<file path="config.mk">
export PLATFORM = sky130hd
export DESIGN_NAME = preempt_ctrl
export DESIGN_NICKNAME = d
export VERILOG_FILES = /design/src/rtl/preempt_ctrl.sv
export SDC_FILE = /design/constraint.sdc
export NUM_CORES = 1
export LEC_CHECK = 0
export ABC_CLOCK_PERIOD_IN_PS = 3200
export CAP_MARGIN = 20
export CORE_MARGIN = 2
export CORE_UTILIZATION = 47
export CTS_CLUSTER_DIAMETER = 120
export CTS_CLUSTER_SIZE = 40
export DETAILED_ROUTE_END_ITERATION = 8
export HOLD_SLACK_MARGIN = 0.12
export PLACE_DENSITY = 0.8
export SKIP_CTS_REPAIR_TIMING = 1
export SKIP_LAST_GASP = 1
export SLEW_MARGIN = 20
export SYNTH_ARGS = -nofsm -noshare
export SYNTH_HDL_FRONTEND = slang
export SYNTH_SLANG_ARGS = --single-unit
</file>
<file path="constraint.sdc">
create_clock -name CLK -period 3.2 [get_ports CLK]
set_clock_uncertainty 0.2 [all_clocks]
set_input_delay 0.32 -clock CLK [delete_from_list [all_inputs] [get_ports CLK]]
set_output_delay 0.32 -clock CLK [all_outputs]
set_load 0.005 [all_outputs]
</file>
<file path="src/rtl/preempt_ctrl.sv">
// Preemption controller: latches interrupt edges and quantum expiry, then issues one
// registered context-switch request at a time and tracks it through accept and service.
module preempt_ctrl #(
  parameter int NSRC = 4,
  parameter int QW   = 32,
  parameter int IDW  = 3
) (
  input  logic            CLK,
  input  logic            reset,
  input  logic            quantum_load,
  input  logic [QW-1:0]   quantum_value,
  input  logic [NSRC-1:0] irq_in,
  input  logic [NSRC-1:0] irq_mask,
  input  logic            halt,
  input  logic            ack,
  input  logic            done,
  output logic            req,
  output logic [IDW-1:0]  req_id,
  output logic [NSRC-1:0] pending,
  output logic [QW-1:0]   time_left,
  output logic            busy
);

  typedef enum logic [1:0] {RUN, REQ, SVC} state_e;

  state_e          state_q, state_d;
  logic [IDW-1:0]  reqId_q, reqId_d;
  logic [NSRC-1:0] pending_q, pending_d;
  logic [NSRC-1:0] irqPrev_q;
  logic [QW-1:0]   timeLeft_q, timeLeft_d;
  logic            running_q, running_d;
  logic            qexp_q, qexp_d;

  logic [NSRC-1:0] irqEdge;
  logic [NSRC-1:0] cand;
  logic [NSRC-1:0] pendingClr;
  logic [IDW-1:0]  winner;
  logic            candFound;
  logic            qexpClr;
  logic            qexpSet;

  assign irqEdge = irq_in & ~irqPrev_q;
  assign cand    = pending_q & ~irq_mask;

  // Lowest unmasked source wins; quantum expiry only when no external source competes.
  always_comb begin
    winner    = IDW'(NSRC);
    candFound = qexp_q;
    for (int i = NSRC - 1; i >= 0; i--) begin
      if (cand[i]) begin
        winner    = IDW'(i);
        candFound = 1'b1;
      end
    end
  end

  always_comb begin
    state_d    = state_q;
    reqId_d    = reqId_q;
    pendingClr = '0;
    qexpClr    = 1'b0;
    case (state_q)
      RUN: begin
        if (!halt && candFound) begin
          state_d = REQ;
          reqId_d = winner;
        end
      end
      REQ: begin
        if (ack) begin
          state_d = SVC;
          if (reqId_q == IDW'(NSRC)) begin
            qexpClr = 1'b1;
          end else begin
            pendingClr = NSRC'(1) << reqId_q;
          end
        end
      end
      SVC: begin
        if (done) begin
          state_d = RUN;
        end
      end
      default: state_d = RUN;
    endcase
  end

  // A load always beats the decrement, so an expiry step coinciding with a load never fires.
  always_comb begin
    timeLeft_d = timeLeft_q;
    running_d  = running_q;
    qexpSet    = 1'b0;
    if (quantum_load) begin
      timeLeft_d = quantum_value;
      running_d  = |quantum_value;
    end else if (running_q && !halt && state_q != SVC && timeLeft_q != '0) begin
      timeLeft_d = timeLeft_q - QW'(1);
      if (timeLeft_q == QW'(1)) begin
        running_d = 1'b0;
        qexpSet   = 1'b1;
      end
    end
  end

  // New events win over a same-cycle clear so nothing arriving during ack is lost.
  assign pending_d = (pending_q & ~pendingClr) | irqEdge;
  assign qexp_d    = (qexp_q & ~qexpClr) | qexpSet;

  always_ff @(posedge CLK or posedge reset) begin
    if (reset) begin
      state_q    <= RUN;
      reqId_q    <= '0;
      pending_q  <= '0;
      irqPrev_q  <= '0;
      timeLeft_q <= '0;
      running_q  <= 1'b0;
      qexp_q     <= 1'b0;
    end else begin
      state_q    <= state_d;
      reqId_q    <= reqId_d;
      pending_q  <= pending_d;
      irqPrev_q  <= irq_in;
      timeLeft_q <= timeLeft_d;
      running_q  <= running_d;
      qexp_q     <= qexp_d;
    end
  end

  assign req       = (state_q == REQ);
  assign busy      = (state_q == SVC);
  assign req_id    = reqId_q;
  assign pending   = pending_q;
  assign time_left = timeLeft_q;

endmodule
</file>
Word-level counts from Yosys, hierarchy flattened
Index checks and enable logic that the tools add are counted.
Storage, ports and cells
  register bits after elaboration: 47
  input bits: 46
  output and inout bits: 41
Cells by class
  add/subtract/negate cells: 1
  equal/unequal tests: 8
  shift-type cells: 1
  multiplexer cells: 26
  bitwise gates (word level): 10
  reductions and logical operators: 13
Operators with widths (count)
  $mux W32: 2
  $eq A32 B1 Y1 const B: 1
  $reduce_bool A32 Y1: 1
  $reduce_or A32 Y1: 1
  $sub A32 B1 Y32 const B: 1
  $mux W1: 13
  $and A4 B4 Y4: 3
  $mux W3: 4
  $mux W4: 3
  $not A4 Y4: 3
  $ne A2 B2 Y1 const B: 4
  $mux W2: 3
  $pmux W2 S3: 1
  $logic_and A1 B1 Y1: 4
  $or A4 B4 Y4: 1
  $reduce_and A2 Y1: 2
  $reduce_bool A2 Y1: 2
  $shl A1 B3 Y4 const A: 1
  $eq A3 B3 Y1 const B: 1
  $reduce_and A3 Y1: 1
  $eq A2 B1 Y1 const B: 1
  $eq A2 B2 Y1 const B: 1
  $logic_not A2 Y1: 1
  $and A1 B1 Y1: 1
  other kinds (3): 3

Logic depth before layout (Yosys ltp)
Gate-level depths: netlist of run 1.
  word-level depth: 9
  depth in mapped cells: 7

Worst setup path after synthesis of run 1
Ideal clock, no wire load.
  path type: register -> register
  start point: reg timeLeft_q[19] (netlist: time_left[19])
  end point: reg timeLeft_q[30] (netlist: time_left[30])
  setup time: 0.082 ns
  arrival time: 1.994 ns
  data required time: 2.918 ns
  slack: 0.924 ns
  stages on the path, launching flop included: 6
  path through: dfrtp_1 > nor4_4 > nand3_1 > or4b_1 > or3_1 > a31oi_1
Between the ends
  word-level cells in the longest chain between the ends: 3
  elaborated cells between the ends (all ways): 6
  classes of those cells: add/sub: 1; mux: 2; reduce/logical: 3
RTL lines
  start: declaration: RTL line 30  | logic [QW-1:0] timeLeft_q, timeLeft_d;
  start signal: assignment: RTL line 123  | timeLeft_q <= timeLeft_d;
  $sub A32 B1 Y32 / $reduce_bool A32 Y1 (equally long branches): RTL line 97, 96
  $mux W32 / $logic_and A1 B1 Y1 (equally long branches): RTL line 96  | end else if (running_q && !halt && state_q != SVC && timeLeft_q != '0) begin
  $mux W32 / $reduce_bool A2 Y1 (equally long branches)
Parallel ways exist; a longest one is shown, timed or not. The select of a mux whose other input is x is not followed.
A chain may end at the register's enable or synchronous reset.

Worst setup path after layout of run 1
  start point: reg timeLeft_q[0] (netlist: time_left[0])
  end point: reg timeLeft_q[28] (netlist: time_left[28])
The elaborated chain is that of the path after synthesis.

==> flow_metrics.env, run 1 <==
export IMPL_viasPerCell=6.074
export IMPL_vias=2867
export IMPL_clock_path_buffers=2
export IMPL_ys_ff_latch=47
export IMPL_ant_nets=0
export IMPL_drt_pass1_iterations=5
export IMPL_reg2reg_from="time_left[0]$_DFFE_PP0P_"
export IMPL_die_y_um=81.38
export IMPL_swShare_pct=33.11
export IMPL_min_path_cells=1
export IMPL_nFillCells=504
export IMPL_mostFrequentLayoutCells="clkdlybuf4s50_1, dfrtp_1, nand2_1"
export IMPL_cts_made_buffers=5
export IMPL_post_drt_wl_per_cell_um=16.71
export IMPL_globalRouteTotalUtil_pct=25.21
export IMPL_synth_cells=315
export IMPL_cts_sinks=47
export IMPL_initial_core_util_pct=48.10
export IMPL_ys_async_sr_fraction_pct=100.0
export IMPL_multi_input_area_um2=1531
export IMPL_fin_crit_sh_pct=84.49
export IMPL_h_tree_depth=2
export IMPL_num_nets_final=445
export IMPL_totalWireLength_mm=7.888
export IMPL_dieArea_um2=6622
export IMPL_period_minus_slack_ns=2.704
export IMPL_area_growth_syn_to_layout_pct=35.57
export IMPL_power_frac_comb_pct=33.1
export IMPL_finalSetupViolations=0
export IMPL_clk_transition_reported_paths_ns=0.09
export IMPL_diodes=0
export IMPL_p_sw_uw=576.6
export IMPL_gp_congestion=0.9029
export IMPL_reg2regPathDepth=6
export IMPL_r2r_slack_ns=0.50
export IMPL_drtIter0Drc=259
export IMPL_avgSynthCellArea_um2=8.933
export IMPL_die_w_um=81.38
export IMPL_netlist_area_um2=2814
export IMPL_start_kind="flop"
export IMPL_fin_util_pct=65.21
export IMPL_maxSlewViolCount=0
export IMPL_cp_data_required_time_ns=3.19
export IMPL_hold_class="reg2reg"
export IMPL_layout_cells_non_filler=472
export IMPL_dp_cells=465
export IMPL_clk_latency_ns=0.31
export IMPL_synth_nets=363
export IMPL_worstPathArrival_ns=2.69
export IMPL_fmax_mhz=369.9
export IMPL_final_layout_size_suffix_gt1_share_pct=5.793
export IMPL_hold_viol_final=0
export IMPL_drv_cap=0
export IMPL_seqPwrFrac_pct=46.0
export IMPL_io_buffers=86
export IMPL_antenna_found_initial=0
export IMPL_ys_types=53
export IMPL_power_density_nw_per_um2=456.5
export IMPL_fin_tns_setup_ns=0
export IMPL_rsz0062_at_grt="no"
export IMPL_drc=0
export IMPL_synth_edf_count=0
export IMPL_detailed_place_hpwl_mm=5.903
export IMPL_tightest_slew_ns=0.8215
export IMPL_layout_commonest_cell="clkdlybuf4s50_1"
export IMPL_core_area_um2=5851
export IMPL_p_leak_nw=1.436
export IMPL_rows=28
export IMPL_grt_overflow=0
export IMPL_synth_main_ff_cell="dfrtp_1"
export IMPL_outcome="complete, no violations"
export IMPL_path_class="reg2reg"
export IMPL_cp_end_kind="flop"
export IMPL_worstHoldStart="irqPrev_q[2]$_DFF_PP0_"
export IMPL_whs_endpoint="pending[2]$_DFF_PP0_"
export IMPL_ios=87
export IMPL_synth_seq_area_share_pct=41.80
export IMPL_clock_power_share_pct=21.0
export IMPL_grt_pass1_vias=2789
export IMPL_ys_warn_count=0
export IMPL_cts_tree="yes"
export IMPL_worst_r2r_endpoint="time_left[28]$_DFFE_PP0P_"
export IMPL_crit_path_max_fanout=12
export IMPL_grt_pass1_wl_mm=12.90
export IMPL_cts_root_buf="clkbuf_8"
export IMPL_peakVddDrop_uv=260.5
export IMPL_internal_power_mw=1.165
export IMPL_grt_max_degree=48
export IMPL_relSlewSlack_pct=45.17
export IMPL_seqCellArea_um2=1176
## through the flow
step	hold WS, ns	setup slack [ns]	total power [mW]	cell area, um^2
final	0.2282	0.4963	1.742	3815
after global routing	0.2657	0.2168	1.851	3815
after CTS	0.2336	0.5409	1.750	3814
after detailed placement	0.2223	0.4298	1.385	3726
after global placement	0.2045	0.5052	1.370	3726
after floorplan	0.1514	0.9239	1.071	2814
## cells in the mapped netlist (2+ instances only)
master / count / area, um^2
o311ai_0: 4 / 35.03
or4_1: 8 / 60.06
nor4_4: 2 / 42.54
nor3b_1: 2 / 15.01
a221o_1: 3 / 30.03
o21ai_0: 21 / 105.1
nand2b_1: 10 / 62.56
a2111oi_0: 6 / 52.55
nand3b_1: 3 / 22.52
and2_1: 2 / 12.51
mux2i_1: 2 / 20.02
nand3_1: 16 / 80.08
nor3_1: 11 / 55.05
nor2_1: 26 / 97.59
o31a_1: 3 / 26.28
dfrtp_1: 47 / 1176
a31oi_1: 6 / 37.54
o31ai_1: 7 / 52.55
or3_1: 6 / 37.54
inv_1: 13 / 48.80
nand4_1: 11 / 68.82
nand4b_1: 2 / 17.52
o211ai_1: 2 / 15.01
nand2_1: 37 / 138.9
a211o_1: 2 / 17.52
or2_2: 2 / 12.51
nor4_1: 13 / 81.33
a311o_1: 3 / 30.03
a21oi_1: 2 / 10.01
a211oi_1: 2 / 15.01
ha_1: 2 / 25.02
clkbuf_1: 10 / 37.54
xnor2_1: 9 / 78.83
## worst max path at each step
stage	slack [ns]	to	from
finish	0.50	time_left[28]$_DFFE_PP0P_	time_left[0]$_DFFE_PP0P_
global route	0.22	time_left[31]$_DFFE_PP0P_	time_left[12]$_DFFE_PP0P_
CTS	0.54	time_left[28]$_DFFE_PP0P_	time_left[0]$_DFFE_PP0P_
detailed placement	0.43	time_left[28]$_DFFE_PP0P_	halt
global placement	0.51	time_left[28]$_DFFE_PP0P_	halt
floorplan	0.92	time_left[30]$_DFFE_PP0P_	time_left[19]$_DFFE_PP0P_
## state kept, by name, indices dropped and copies added, names as in the netlist
name	cells
irqPrev_q	4
pending	4
qexp_q	1
req_id	3
running_q	1
state_q	2
time_left	32
## worst max-delay path: stages (launching register included)
cell and delay (ns):
dfrtp_1 0.45, inv_1 0.10, ha_1 0.39, and3_1 0.29, nand4_1 0.38, o311a_2 0.52, a221o_1 0.26
## cells by family after synthesis
kind of cell             synth area share [%]
multiplexers                            1.112
adder cells (fa/ha/maj)                0.8891
flip-flops                              41.80
AO/OA/AOI/OAI                           18.05
XOR/XNOR                                2.801
AND/OR/NAND/NOR                         31.57
buffers and inverters                   3.779
## layout make-up
cell class              instances  area share (%)
inverters                      13           1.312
multi-input cells             242           40.14
clock inverters                 1          0.1312
flip-flops and latches         47           30.83
repair buffers                 88           22.96
clock buffers                   6           2.165
well taps                      75           2.460
## routing by layer
metal | vias to the layer above | wire (um) | global-route usage [%]
li1 | 1358 | - | -
met4 | 0 | 125 | 8.983
met2 | 116 | 3717 | 40.25
met5 | - | 0 | 0
met3 | 18 | 474 | 5.333
met1 | 1375 | 3571 | 33.83
## power by group through the flow
stage	clock network, mW	logic, mW	registers (mW)
after global routing	0.393	0.640	0.818
after detailed placement	0	0.575	0.810
after CTS	0.373	0.577	0.799
after global placement	0	0.564	0.806
after floorplan	0	0.285	0.786
final	0.365	0.576	0.801
Power figures use the tool's default switching activity.
==> run 2, diff against run 1 <==
ABC_CLOCK_PERIOD_IN_PS = 2390   (was 3200)
CORE_UTILIZATION = 43   (was 47)
PLACE_DENSITY = 0.78   (was 0.8)
clock period = 2.39 ns   (was 3.2 ns; I/O delays follow)
==> flow_metrics.env, run 2 (synthesis gave the netlist of run 1 again) <==
export IMPL_cp_cell_sequence="or4_4, or3_1, nor4_2, buf_4, nor3b_1, a221o_1"
export IMPL_area_growth_syn_to_layout_pct=51.31
export IMPL_hold_viol_final=0
export IMPL_cp_end_kind="flop"
export IMPL_rsz0062_at_grt="yes"
export IMPL_finalSetupViolations=0
export IMPL_die_w_um=84.90
export IMPL_worst_r2r_endpoint="time_left[24]$_DFFE_PP0P_"
export IMPL_gp_congestion=0.8778
export IMPL_layout_commonest_cell="clkdlybuf4s50_1"
export IMPL_tightest_slew_ns=0.6518
export IMPL_reg2reg_from="time_left[19]$_DFFE_PP0P_"
export IMPL_globalRouteTotalUtil_pct=23.55
export IMPL_internal_power_mw=1.660
export IMPL_cp_data_required_time_ns=2.39
export IMPL_h_tree_depth=2
export IMPL_drtIter0Drc=300
export IMPL_largest_reg_flops=32
export IMPL_clock_path_buffers=2
export IMPL_mostFrequentLayoutCells="clkdlybuf4s50_1, buf_4, dfrtp_1"
export IMPL_r2r_slack_ns=0.05
export IMPL_core_area_um2=6350
export IMPL_endpoint="time_left[24]$_DFFE_PP0P_"
export IMPL_antenna_found_initial=0
export IMPL_hold_class="in2reg"
export IMPL_totalWireLength_mm=8.617
export IMPL_drt_pass1_iterations=4
export IMPL_start_kind="flop"
export IMPL_slowest_stage="or4_4"
export IMPL_fmax_mhz=428.1
export IMPL_final_layout_size_suffix_gt1_share_pct=18.20
export IMPL_fin_crit_sh_pct=97.74
export IMPL_die_y_um=84.90
export IMPL_clk_transition_reported_paths_ns=0.09
export IMPL_drv_cap=0
export IMPL_p_leak_nw=1.675
export IMPL_slowest_delay_ns=0.57
export IMPL_dp_slack_ns=-0.09592
export IMPL_reg2regPathDepth=6
export IMPL_peakVddDrop_uv=359.7
export IMPL_drc=0
export IMPL_maxSlewViolCount=0
export IMPL_place_area_um2=4056
export IMPL_crit_path_start="time_left[19]$_DFFE_PP0P_"
export IMPL_rows=29
export IMPL_path_class="reg2reg"
export IMPL_clk_latency_ns=0.31
export IMPL_relSlewSlack_pct=56.17
export IMPL_grt_pass1_vias=2788
export IMPL_initial_core_util_pct=44.32
export IMPL_period_minus_slack_ns=2.336
export IMPL_viasPerCell=5.858
export IMPL_grt_max_degree=29
export IMPL_detailed_place_hpwl_mm=6.525
export IMPL_num_nets_final=492
export IMPL_diodes=0
export IMPL_grt_pass1_wl_mm=13.65
export IMPL_ant_nets=0
export IMPL_outcome="complete, no violations"
export IMPL_post_drt_wl_per_cell_um=16.51
export IMPL_power_density_nw_per_um2=588.9
export IMPL_swShare_pct=33.80
export IMPL_power_frac_comb_pct=37.1
export IMPL_worstPathArrival_ns=2.34
export IMPL_setup_slack_ns=0.05405
export IMPL_seqPwrFrac_pct=41.8
export IMPL_cts_root_buf="clkbuf_8"
export IMPL_cts_tree="yes"
export IMPL_cts_made_buffers=5
export IMPL_dieArea_um2=7207
export IMPL_ios=87
export IMPL_vias=3058
export IMPL_grt_overflow=0
export IMPL_fin_area_um2=4258
export IMPL_clock_power_share_pct=21.1
export IMPL_io_buffers=86
export IMPL_fin_util_pct=67.05
export IMPL_crit_path_max_fanout=5
export IMPL_cts_sinks=47
export IMPL_p_sw_uw=847.5
run 2: worst min path at each step:
stage | start | endpoint | slack [ns] | cells after the start
after detailed placement | irqPrev_q[3]$_DFF_PP0_ | pending[3]$_DFF_PP0_ | 0.21 | 1
after CTS | reset | time_left[25]$_DFFE_PP0P_ | 0.08 | 2
final | irq_in[2] | irqPrev_q[2]$_DFF_PP0_ | 0.19 | 1
after floorplan | irq_in[0] | irqPrev_q[0]$_DFF_PP0_ | 0.07 | 0
after global routing | irq_in[3] | irqPrev_q[3]$_DFF_PP0_ | 0.20 | 1
after global placement | irqPrev_q[3]$_DFF_PP0_ | pending[3]$_DFF_PP0_ | 0.20 | 1
run 2: critical path: cells and delay by family, from the launching register on:
kind | cells | cell delay, ns
AO/OA/AOI/OAI | 1 | 0.26
buffers and inverters | 1 | 0.16
AND/OR/NAND/NOR | 4 | 1.15
flip-flops | 1 | 0.46
run 2: power groups by stage:
stage	clock network, mW	registers [mW]	logic, mW
floorplan	0	1.05	0.382
global route	0.568	1.06	1.01
detailed placement	0	1.06	0.899
finish	0.529	1.05	0.931
CTS	0.539	1.04	0.904
global placement	0	1.05	0.878
run 2: routing by layer:
layer | up-vias | wire [um] | track usage, % | share of wire [%]
met4 | 0 | 101 | 6.638 | 1.2
met1 | 1471 | 3868 | 31.62 | 45
met5 | - | 0 | 0 | 0
met3 | 8 | 430 | 4.280 | 5.0
met2 | 113 | 4217 | 39.30 | 49
li1 | 1466 | - | - | -
run 2: area by class of cell:
cell class / count / area, um^2
Fill cell: 521 / 2092
Multi-Input combinational cell: 242 / 1592
Timing Repair Buffer: 135 / 1244
Sequential cell: 47 / 1179
Tap cell: 77 / 96.34
Clock buffer: 6 / 82.58
Inverter: 13 / 48.80
Clock inverter: 2 / 16.27
run 2: stage by stage:
step | instances | power, mW | setup TNS (ns) | hold WS, ns
2_1_floorplan | 315 | 1.434 | 0 | 0.07043
6_report | 522 | 2.507 | 0 | 0.1883
3_5_place_dp | 509 | 1.956 | -0.5517 | 0.2142
3_3_place_gp | 509 | 1.925 | -0.1425 | 0.2030
5_1_grt | 522 | 2.644 | -0.08038 | 0.1959
4_1_cts | 517 | 2.484 | -0.08594 | 0.07527
==> run 3, diff against run 2 <==
CORE_UTILIZATION = 44   (was 43)
CTS_BUF_LIST = sky130_fd_sc_hd__clkbuf_8   (was default)
PLACE_DENSITY = 0.79   (was 0.78)
==> flow_metrics.env, run 3 (synthesis gave the netlist of run 1 again) <==
export IMPL_drt_pass1_iterations=4
export IMPL_cp_end_kind="flop"
export IMPL_cts_made_buffers=5
export IMPL_place_area_um2=4056
export IMPL_vias=3056
export IMPL_highest_layer="met4"
export IMPL_post_drt_wl_per_cell_um=16.87
export IMPL_routedLengthMet1_mm=3.746
export IMPL_die_w_um=83.97
export IMPL_path_buf_inv=1
export IMPL_detailed_place_hpwl_mm=6.579
export IMPL_clk_latency_ns=0.31
export IMPL_core_area_um2=6277
export IMPL_h_tree_depth=2
export IMPL_cts_root_buf="clkbuf_8"
export IMPL_cts_sinks=47
export IMPL_crit_path_max_fanout=3
export IMPL_dieArea_um2=7051
export IMPL_gp_congestion=0.8956
export IMPL_grt_overflow=0
export IMPL_fin_util_pct=67.81
export IMPL_grt_pass1_wl_mm=14.10
export IMPL_grt_pass1_vias=2926
export IMPL_hold_viol_final=0
export IMPL_cts_tree="yes"
export IMPL_critPathTopFamily="simple AND/OR/NAND/NOR gates"
export IMPL_cp_cell_sequence="or4_4, or3_4, nor4_4, buf_4, nor3b_2, a221o_1"
export IMPL_period_minus_slack_ns=2.344
export IMPL_relSlewSlack_pct=59.35
export IMPL_hold_class="in2async"
export IMPL_final_layout_size_suffix_gt1_share_pct=17.75
export IMPL_seqCellArea_um2=1177
export IMPL_start_kind="flop"
export IMPL_outcome="complete, no violations"
export IMPL_viasPerCell=5.854
export IMPL_grt_max_degree=28
export IMPL_mostFrequentLayoutCells="clkdlybuf4s50_1, buf_4, dfrtp_1"
export IMPL_finalSetupViolations=0
export IMPL_ant_nets=0
export IMPL_initial_core_util_pct=44.83
export IMPL_totalWireLength_mm=8.806
export IMPL_multi_input_area_um2=1589
export IMPL_diodes=0
export IMPL_rows=29
export IMPL_layout_commonest_cell="clkdlybuf4s50_1"
export IMPL_fin_total_pwr_mw=2.528
export IMPL_p_leak_nw=1.680
export IMPL_dr_wl_met3_um=645
export IMPL_fin_crit_sh_pct=98.08
export IMPL_drtIter0Drc=225
export IMPL_fmax_mhz=426.6
export IMPL_slowest_delay_ns=0.58
export IMPL_antenna_found_initial=0
export IMPL_ios=87
export IMPL_die_y_um=83.97
export IMPL_largest_reg_flops=32
export IMPL_drc=0
export IMPL_path_class="reg2reg"
export IMPL_peakVddDrop_uv=372.1
export IMPL_num_nets_final=492
export IMPL_maxSlewViolCount=0
export IMPL_rsz0062_at_grt="yes"
export IMPL_worstPathArrival_ns=2.35
export IMPL_hold_slack_ns=0.07018
export IMPL_reg2reg_from="time_left[19]$_DFFE_PP0P_"
export IMPL_drv_cap=0
export IMPL_worst_r2r_endpoint="time_left[24]$_DFFE_PP0P_"
export IMPL_wl_met2_mm=4.283
export IMPL_clk_transition_reported_paths_ns=0.09
export IMPL_tightest_slew_ns=0.6046
export IMPL_r2r_slack_ns=0.05
export IMPL_nFillCells=528
export IMPL_globalRouteTotalUtil_pct=24.71
export IMPL_power_density_nw_per_um2=594.0
export IMPL_slowest_stage="or4_4"
export IMPL_io_buffers=86
export IMPL_area_growth_syn_to_layout_pct=51.27
export IMPL_reg2regPathDepth=6
export IMPL_fin_area_um2=4257
export IMPL_cp_data_required_time_ns=2.39
export IMPL_clock_path_buffers=2
==> run 3: cell types whose count changed in the layout (fill, tap and decap cells not counted), sizes merged <==
cell / delta
buf: +1
clkbuf: +1
dlygate4sd3: -1
clkinv: -1
==> run 3: area by class of cell <==
type                    count  share of cell area [%]
inverters                  13                   1.146
well taps                  77                   2.263
flip-flops and latches     47                   27.66
multi-input cells         242                   37.33
clock buffers               7                   2.263
clock inverters             1                  0.1764
repair buffers            135                   29.16
==> run 3: stage by stage <==
stage | setup TNS, ns | setup slack [ns] | cells
2_1_floorplan | 0 | 0.1139 | 315
3_3_place_gp | -0.2162 | -0.1272 | 509
3_5_place_dp | -0.6870 | -0.2294 | 509
4_1_cts | -0.1804 | -0.1237 | 517
5_1_grt | -0.1516 | -0.06190 | 522
6_report | 0 | 0.04585 | 522
==> run 3: report_power, final <==
group | total (mW) | leakage [nW] | switching, mW | internal [mW]
Sequential | 1.05 | 0.551 | 0.135 | 0.912
Combinational | 0.940 | 1.08 | 0.420 | 0.520
Clock | 0.541 | 0.0505 | 0.278 | 0.263
Total | 2.53 | 1.68 | 0.833 | 1.70
==> run 3: how the worst max path moves through the flow <==
stage | startpoint | depth (start not counted) | endpoint | slack, ns
after floorplan | time_left[19]$_DFFE_PP0P_ | 5 | time_left[30]$_DFFE_PP0P_ | 0.11
after global placement | halt | 8 | time_left[21]$_DFFE_PP0P_ | -0.13
after detailed placement | halt | 8 | time_left[21]$_DFFE_PP0P_ | -0.23
after CTS | time_left[12]$_DFFE_PP0P_ | 7 | time_left[21]$_DFFE_PP0P_ | -0.12
after global routing | time_left[12]$_DFFE_PP0P_ | 8 | time_left[31]$_DFFE_PP0P_ | -0.06
final | time_left[19]$_DFFE_PP0P_ | 6 | time_left[24]$_DFFE_PP0P_ | 0.05
==> run 3: per-layer routing <==
metal,GRT usage (%),vias to the layer above
met3,3.956,14
met2,40.58,122
met4,8.065,0
li1,-,1454
met1,33.42,1466
met5,0,-
==> run 3: worst register-to-register path, delay by kind of cell (launching register included) <==
kind                   cells  cell delay [ns]
buffers and inverters      1             0.16
AND/OR/NAND/NOR            4             1.18
flip-flops                 1             0.43
AO/OA/AOI/OAI              1             0.27
